===== src/rtl/refl_coeff_calc.sv =====
// Levinson-Durbin reflection-coefficient stage: serial MAC, rounding/clip check,
// 15-cycle restoring divide, then k^2 and prediction-error update.
module refl_coeff_calc #(
  parameter int ORDER = 10
) (
  input  logic               clk,
  input  logic               rst,
  input  logic               start,
  input  logic [3:0]         m,
  input  logic signed [31:0] r_0,
  input  logic signed [31:0] r_1,
  input  logic signed [31:0] r_2,
  input  logic signed [31:0] r_3,
  input  logic signed [31:0] r_4,
  input  logic signed [31:0] r_5,
  input  logic signed [31:0] r_6,
  input  logic signed [31:0] r_7,
  input  logic signed [31:0] r_8,
  input  logic signed [31:0] r_9,
  input  logic signed [31:0] r_10,
  input  logic signed [15:0] a_1,
  input  logic signed [15:0] a_2,
  input  logic signed [15:0] a_3,
  input  logic signed [15:0] a_4,
  input  logic signed [15:0] a_5,
  input  logic signed [15:0] a_6,
  input  logic signed [15:0] a_7,
  input  logic signed [15:0] a_8,
  input  logic signed [15:0] a_9,
  input  logic signed [15:0] a_10,
  input  logic signed [31:0] err,
  output logic signed [15:0] k,
  output logic signed [31:0] err_next,
  output logic               busy,
  output logic               vout,
  output logic               sat,
  output logic               div_err
);

  localparam int DATA_W = 32;
  localparam int COEF_W = 16;
  localparam int ACC_W  = 48;
  localparam int NUM_W  = ACC_W - 15;

  typedef enum logic [2:0] {
    S_IDLE, S_MAC, S_ROUND, S_DIV, S_K2, S_ERRU
  } state_t;

  state_t r_state, w_state_nxt;

  logic        [3:0]        r_cnt;
  logic        [3:0]        r_m;
  logic signed [DATA_W-1:0] r_r [0:10];
  logic signed [COEF_W-1:0] r_a [0:10];
  logic signed [DATA_W-1:0] r_err;
  logic signed [ACC_W-1:0]  r_acc;
  logic                     r_pos;
  logic        [31:0]       r_rem;
  logic        [13:0]       r_q;
  logic signed [COEF_W-1:0] r_kw;
  logic        [15:0]       r_k2;
  logic                     r_sat_w;
  logic                     r_derr_w;

  logic                     w_accept;
  logic                     w_ld, w_mac, w_rnd, w_div, w_div_last, w_k2, w_fin;
  logic signed [COEF_W-1:0] w_a_sel;
  logic signed [DATA_W-1:0] w_r_sel;
  logic signed [DATA_W-1:0] w_rm_sel;
  logic signed [ACC_W-1:0]  w_acc_init;
  logic signed [ACC_W-1:0]  w_prod;
  logic signed [NUM_W-1:0]  w_num;
  logic        [NUM_W-1:0]  w_mag;
  logic                     w_err_bad;
  logic                     w_clip;
  logic        [32:0]       w_rem_sh;
  logic                     w_ge;
  logic        [14:0]       w_q_nxt;
  logic signed [COEF_W-1:0] w_kmag;
  logic signed [ACC_W-1:0]  w_ksq_full;
  logic signed [ACC_W-1:0]  w_ep_full;

  // Q15 rounding of a 48-bit product/accumulator: add half an LSB, arithmetic shift
  function automatic logic signed [NUM_W-1:0] rnd_q15(input logic signed [ACC_W-1:0] x);
    return NUM_W'((x + 48'sd16384) >>> 15);
  endfunction

  // Clip value for |num| >= err: opposite sign of num, magnitude 32767
  function automatic logic signed [COEF_W-1:0] sat_k(input logic neg);
    return neg ? 16'sh7FFF : 16'sh8001;
  endfunction

  assign w_accept = start && (r_state == S_IDLE) && (m != 4'd0) && (int'(m) <= ORDER);

  always_ff @(posedge clk) begin
    if (rst) begin
      r_state <= S_IDLE;
      r_cnt   <= 4'd0;
    end else begin
      r_state <= w_state_nxt;
      if (w_ld || w_rnd)
        r_cnt <= 4'd0;
      else if (w_mac || w_div)
        r_cnt <= r_cnt + 4'd1;
    end
  end

  always_comb begin
    w_state_nxt = r_state;
    case (r_state)
      S_IDLE:  if (w_accept) w_state_nxt = S_MAC;
      S_MAC:   if (r_cnt == r_m - 4'd1) w_state_nxt = S_ROUND;
      S_ROUND: w_state_nxt = (w_err_bad || w_clip) ? S_K2 : S_DIV;
      S_DIV:   if (r_cnt == 4'd14) w_state_nxt = S_K2;
      S_K2:    w_state_nxt = S_ERRU;
      S_ERRU:  w_state_nxt = S_IDLE;
      default: w_state_nxt = S_IDLE;
    endcase
  end

  always_comb begin
    w_ld       = w_accept;
    w_mac      = (r_state == S_MAC);
    w_rnd      = (r_state == S_ROUND);
    w_div      = (r_state == S_DIV);
    w_div_last = (r_state == S_DIV) && (r_cnt == 4'd14);
    w_k2       = (r_state == S_K2);
    w_fin      = (r_state == S_ERRU);
    busy       = (r_state != S_IDLE);
  end

  // MAC operands: cycle 0 loads r_m<<<15, cycle j adds a_j*r_{m-j}
  assign w_a_sel    = r_a[r_cnt];
  assign w_r_sel    = r_r[r_m - r_cnt];
  assign w_rm_sel   = r_r[r_m];
  assign w_acc_init = {w_rm_sel[31], w_rm_sel, 15'd0};
  assign w_prod     = {{32{w_a_sel[15]}}, w_a_sel} * {{16{w_r_sel[31]}}, w_r_sel};

  assign w_num     = rnd_q15(r_acc);
  assign w_mag     = w_num[NUM_W-1] ? NUM_W'(-w_num) : NUM_W'(w_num);
  assign w_err_bad = (r_err <= 32'sd0);
  assign w_clip    = (w_mag >= {1'b0, r_err});

  // mag < err, so the integer part of mag/err is zero and only 15 fraction bits remain
  assign w_rem_sh = {r_rem, 1'b0};
  assign w_ge     = (w_rem_sh >= {1'b0, r_err});
  assign w_q_nxt  = {r_q, w_ge};
  assign w_kmag   = {1'b0, w_q_nxt};

  assign w_ksq_full = {{32{r_kw[15]}}, r_kw} * {{32{r_kw[15]}}, r_kw};
  assign w_ep_full  = {{16{r_err[31]}}, r_err} * {32'd0, r_k2};

  always_ff @(posedge clk) begin
    if (w_ld) begin
      r_m     <= m;
      r_err   <= err;
      r_r[0]  <= r_0;
      r_r[1]  <= r_1;
      r_r[2]  <= r_2;
      r_r[3]  <= r_3;
      r_r[4]  <= r_4;
      r_r[5]  <= r_5;
      r_r[6]  <= r_6;
      r_r[7]  <= r_7;
      r_r[8]  <= r_8;
      r_r[9]  <= r_9;
      r_r[10] <= r_10;
      r_a[0]  <= 16'sd0;
      r_a[1]  <= a_1;
      r_a[2]  <= a_2;
      r_a[3]  <= a_3;
      r_a[4]  <= a_4;
      r_a[5]  <= a_5;
      r_a[6]  <= a_6;
      r_a[7]  <= a_7;
      r_a[8]  <= a_8;
      r_a[9]  <= a_9;
      r_a[10] <= a_10;
    end
    if (w_mac)
      r_acc <= (r_cnt == 4'd0) ? w_acc_init : r_acc + w_prod;
    if (w_rnd) begin
      r_pos <= ~w_num[NUM_W-1] && (w_num != '0);
      r_rem <= w_mag[31:0];
      r_q   <= 14'd0;
      if (w_err_bad) begin
        r_kw     <= 16'sd0;
        r_sat_w  <= 1'b0;
        r_derr_w <= 1'b1;
      end else if (w_clip) begin
        r_kw     <= sat_k(w_num[NUM_W-1]);
        r_sat_w  <= 1'b1;
        r_derr_w <= 1'b0;
      end else begin
        r_sat_w  <= 1'b0;
        r_derr_w <= 1'b0;
      end
    end
    if (w_div) begin
      r_rem <= 32'(w_ge ? w_rem_sh - {1'b0, r_err} : w_rem_sh);
      r_q   <= w_q_nxt[13:0];
      if (w_div_last)
        r_kw <= r_pos ? -w_kmag : w_kmag;
    end
    if (w_k2)
      r_k2 <= 16'(rnd_q15(w_ksq_full));
  end

  // Visible results change only together with vout
  always_ff @(posedge clk) begin
    if (rst) begin
      k        <= 16'sd0;
      err_next <= 32'sd0;
      sat      <= 1'b0;
      div_err  <= 1'b0;
      vout     <= 1'b0;
    end else begin
      vout <= w_fin;
      if (w_fin) begin
        k        <= r_kw;
        err_next <= 32'(33'(r_err) - rnd_q15(w_ep_full));
        sat      <= r_sat_w;
        div_err  <= r_derr_w;
      end
    end
  end

endmodule


===== config.mk =====
export PLATFORM = sky130hd
export DESIGN_NAME = refl_coeff_calc
export DESIGN_NICKNAME = d
export VERILOG_FILES = /design/src/rtl/refl_coeff_calc.sv
export SDC_FILE = /design/constraint.sdc
export NUM_CORES = 2
export LEC_CHECK = 0
export ABC_AREA = 1
export CORE_UTILIZATION = 66
export DETAILED_ROUTE_END_ITERATION = 8
export PLACE_DENSITY_LB_ADDON = 0.2
export SLEW_MARGIN = 30
export SYNTH_ARGS = -nofsm -noshare
export SYNTH_HDL_FRONTEND = slang
export SYNTH_SLANG_ARGS = --single-unit

===== constraint.sdc =====
create_clock -name clk -period 81.2 [get_ports clk]
set_input_delay 8.12 -clock clk [delete_from_list [all_inputs] [get_ports clk]]
set_output_delay 8.12 -clock clk [all_outputs]
set_load 0.01 [all_outputs]

# Word level (Yosys, flattened, before mapping)
# Memory sizes are Yosys's and may differ from the RTL's. A register that Yosys moved wholly into a read port is not among the register bits.
# Cells that the tools add are included.
dict set report totals {
  reg_bits 223
  mem_bits_rw 528
  in_bits 551
  output_inout_bits 52
  wordCells 91
  mem_count 2
}
dict set report op_classes {
  n_addsub 11
  mul 3
  magnitude_cmp 4
  eq_ne 10
  n_mux 26
  bitwise 1
  reduce_logical 16
}
# memory depth word_bits read_ports rd_clocked_by_memory_dff wr line_no
set memory_table {}
lappend memory_table {r_r 11 32 2 1 11 53} ;# logic signed [DATA_W-1:0] r_r [0:10];
lappend memory_table {r_a 11 16 1 1 11 54} ;# logic signed [COEF_W-1:0] r_a [0:10];
# cell n
set op_table {}
lappend op_table {{16-bit 2-to-1 mux} 7}
lappend op_table {{32-bit 2-to-1 mux} 3}
lappend op_table {{33-bit by 32-bit >= comparator with 1-bit output} 2}
lappend op_table {{32-bit subtractor} 2}
lappend op_table {{48-bit by 16-bit adder with 48-bit output, second input constant} 1}
lappend op_table {{48-bit adder} 1}
lappend op_table {{16-bit by 32-bit multiplier with 48-bit output} 1}
lappend op_table {{48-bit 2-to-1 mux} 1}
lappend op_table {{47-bit by 16-bit adder with 47-bit output, second input constant} 1}
lappend op_table {{32-bit by 17-bit multiplier with 47-bit output} 1}
lappend op_table {{33-bit 2-to-1 mux} 1}
lappend op_table {{33-bit negator} 1}
lappend op_table {{33-bit nonzero test} 1}
lappend op_table {{32-bit by 1-bit less-or-equal comparator with 1-bit output, second input constant} 1}
lappend op_table {{31-bit by 16-bit adder with 31-bit output, second input constant} 1}
lappend op_table {{16-bit by 16-bit multiplier with 31-bit output} 1}
lappend op_table {{14-bit 2-to-1 mux} 2}
lappend op_table {{15-bit negator with 16-bit output} 1}
lappend op_table {{3-bit one-hot mux with 5 select lines} 1}
lappend op_table {{3-bit 2-to-1 mux} 4}
lappend op_table {{4-bit 2-to-1 mux} 3}
lappend op_table {{3-bit by 2-bit equality test with 1-bit output, second input constant} 2}
lappend op_table {{3-bit equality test, second input constant} 2}
lappend op_table {{1-bit logical AND} 5}
lappend op_table {{other kinds (19)} 25}

# Longest topological paths before layout
dict set report logic_depth {
  ltp_word 9
  ltp_mapped 44
  mapped_depth_nobuf 42
}

# Worst setup path before layout
# OpenSTA, ideal clock, no wires.
dict set report synth_timing {
  path_type {input to register}
  from {in m[1]}
  to {reg (tool-made name)}
  setup_ps 170
  arrival_ps 41004
  t_required_ps 81030
  setup_slack_ps 40026
  cell_stages 6
  path_buffers 0
  path_cell_list {or2_2 o211a_1 nor4_2 inv_1 nand3_1 a21oi_1}
}
# item line_no
set synth_lines {}
lappend synth_lines {{start: declaration} 9} ;# input logic [3:0] m,

# Final worst setup path
dict set report layout_timing {
  from {in m[2]}
  to {reg r_err[17] (enable)}
}
dict set report layout_between {
  elab_chain_len 3
  elab_cells_between_ends 4
  classes_between {order compare (1); reduce/logical (3)}
}
# item line_no
set layout_rtl {}
lappend layout_rtl {{parallel branches: the longest is 2 deep, another holds 4-bit less-or-equal comparator} --}
lappend layout_rtl {{1-bit logical AND *} 93} ;# assign w_accept = start && (r_state == S_IDLE) && (m != 4'd0) && (int'(m) <= ORDER);
lappend layout_rtl {{net w_accept} 65} ;# logic w_accept;
lappend layout_rtl {{end signal: assignment} 156} ;# r_err <= err;
lappend layout_rtl {{end: declaration} 55} ;# logic signed [DATA_W-1:0] r_err;
# Mark *: on every way through the listed nets, which the timed path passes.
# A chain may end at the register's enable or synchronous reset.

==> metrics.md <==
| Metric | Value |
|---|---|
| Status | finished clean |
| Post CTS Setup Buffer Count | 0 |
| Mapped cell area | about 0.085 mm^2 |
| Slew Limit Fails | 0 |
| Worst hold start | r_derr_w$_DFFE_PP_ |
| Tcrit/Tclk final | 14.2% |
| Chip Height | 360 um |
| IO Pins | 603 |
| Synth async-reset ratio | 0% |
| Initial cell density of the core | around two thirds |
| Root Driver | clkbuf_16 |
| Max-Cap Viols | 0 |
| Worst path slowest cell | buf_4 |
| Layout Nets | 12.5k |
| Distinct cells, synth | between 50 and 60 |
| Core area | 0.127 mm^2 |
| Worst setup EP type | register |
| Setup-failing EPs final | 0 |
| CTS Buf Count | between 80 and 90 |
| Worst-path fanout max | 78 |
| Sequential area share after synthesis | 25.4% |
| Avg Inst Size Synth | 8.58 um^2 |
| Via count | around 70k |
| Wire per inst | around 22 um |
| Sinks on the clock net | 743 |
| CP most frequent cell | buf_4 |
| R2R Path Start | r_m[0]$_DFFE_PP_ |
| Hold crit path type | reg2reg |
| Syn Inst Count | 9877 |
| Share of cells above drive strength 1 | 3.35% |
| Worst hold path depth | 2 |
| Synth Register Bits | approximately 740 |
| Htree depth | 3 |
| Startpoint Class | primary input |
| Clk slew on worst S/H paths | 0.06 ns |
| Setup CP Type | in2reg |
| Core Rows | around 130 |
| Drt first pass iters | 7 |
| GP Congestion | 1.01 |
| Die span in x | 360 um |
| Commonest non-fill, non-tap cell in the layout | inv_1 |
| Initial DRC Count | 7335 |
| Post-cts hold buffer count | 0 |
| CTS resizes | 0 |
| Number of global-route vias before repair | 73.3k |
| Worst Path Required | roughly 82 ns |
| Max_slew headroom | 25.0% |
| Setup slack, reg-to-reg | ~70 ns |
| Hpwl dp | 207000 um |
| Setup TNS | 0 ns |
| Warnings from Yosys | 0 |
| R2R depth | 36 |
| RSZ-0062 raised after global routing | false |
| Die footprint | between 0.1 and 0.15 mm^2 |
| First-pass GRT wire length | 410000 um |
| Antenna violation net count after detailed routing | 0 |
| Worst-Margin Slew | 1.12 ns |
| Syn Nets | 12.1k |
| CTS tree | built |
| Fin crit period | 11.53 ns |
| Vias per cell | 5.86 |
| Fill cells | 9284 |
| DRC | 0 |
| Number of flops mapped to enable cells by yosys | 661 |
| Clock Skew | approximately 0.056 ns |
| Gr usage total | 41.6% |
| FMAX | 86.7 MHz |
| # port buffers | 602 |
| Largest net degree at the start of global routing | 214 |
| Area Overhead vs Synth | 12.5% |
| Top_reg_cell synth | edfxtp_1 |
| Initial antenna violation count | 27 |
| Endpoints failing hold | 0 |
| CTS max path bufs | 3 |
| Grt total ovfl | 0 |
| Most frequent cells in the layout | 2432 x inv_1, 1921 x nand2_1, 1244 x fa_1 |
| Worst-skew pair later-pin latency | 0.75 ns |
| Total Wirelength | 267000 um |
| CP arrival | 11.85 ns |
| CP Cell Sequence | clkdlybuf4s50_1 -> or2_2 -> o211a_1 -> nor4_4 -> buf_4 -> buf_4 -> buf_4 |
| Slowest stage delay, CP | slightly below 0.9 ns |
| Worst Setup SP | m[2] |
-- critical path: cells and delay by family --
family                 cells  cell delay (ns)
buffers and inverters      4             2.91
and+or+nand+nor            2             0.54
AOI/OAI and AO/OA          1             0.15
-- per-stage QoR --
stage | setup slack, ns | hold slack (ns) | instances | utilization (%) | cell area [um^2]
final | 69.67 | 0.483 | 12000 | 74.8 | 95300
after floorplan | 40.03 | 0.447 | 9877 | - | 84700
after detailed placement | 69.00 | 0.466 | 11900 | 72.5 | 92400
after global routing | 69.58 | 0.509 | 12000 | 74.8 | 95200
after global placement | 68.97 | 0.462 | 11800 | 72.5 | 92300
after CTS | 69.78 | 0.494 | 12000 | 74.7 | 95200
-- cell families after synthesis --
| family | after synthesis | share of synthesized area [%] |
|---|---|---|
| compound gates | 1459 | 9.54 |
| xor+xnor | 212 | 2.24 |
| fa+ha+maj | 1696 | 36.1 |
| buf+inv | 2875 | 12.8 |
| flops | 743 | 25.4 |
| mux | 29 | 0.343 |
| simple gates | 2863 | 13.6 |
-- worst paths after layout --
| kind | to |
|---|---|
| worst max-delay path | r_err[17]$_DFFE_PP_ |
| worst min-delay path | div_err$_SDFFE_PP0P_ |
| worst max register to register | r_acc[39]$_DFFE_PP_ |
| worst min register to register | div_err$_SDFFE_PP0P_ |
-- cells in the mapped netlist (109+ instances only) --
master | n | share of area (%)
nand3_1 | 264 | 1.6
nor2_1 | 512 | 2.3
nand2_1 | 1922 | 8.5
inv_1 | 2436 | 11
xor2_1 | 109 | 1.1
clkbuf_1 | 323 | 1.4
ha_1 | 452 | 6.7
edfxtp_1 | 661 | 23
fa_1 | 1244 | 29
o21ai_0 | 529 | 3.1
o211ai_1 | 115 | 1.0
a21oi_1 | 611 | 3.6
-- layer usage --
| layer | vias up | GRT usage, % | wire, um |
|---|---|---|---|
| met2 | 4090 | 68.0 | 127000 |
| met1 | 34200 | 49.7 | 91900 |
| met5 | - | 0 | 80 |
| li1 | 31100 | - | - |
| met4 | 12 | 29.4 | 21400 |
| met3 | 1033 | 8.24 | 26600 |
-- sequential cells by signal, summed over array words and instances, names as in the netlist, named ones only --
name      count
div_err       1
err_next     32
k            16
r_a         160
r_acc        48
r_cnt         4
r_derr_w      1
r_err        32
r_k2         16
r_kw         16
r_m           4
r_pos         1
r_q          14
r_r         352
r_rem        32
r_sat_w       1
r_state       3
sat           1
vout          1
-- final cells by class --
type                            count  area, um^2  area share, %
Multi-Input combinational cell   6259       52500           55.1
Sequential cell                   743       21500           22.6
Inverter                         2461        9250           9.71
Timing Repair Buffer              730        7070           7.42
Clock buffer                       96        2150           2.25
Tap cell                         1662        2080           2.18
Clock inverter                     55         667          0.700
Antenna cell                       24        60.1         0.0630
Power is not shown: default switching activity piles up to over one toggle a cycle in this logic, so the estimate is an artifact.
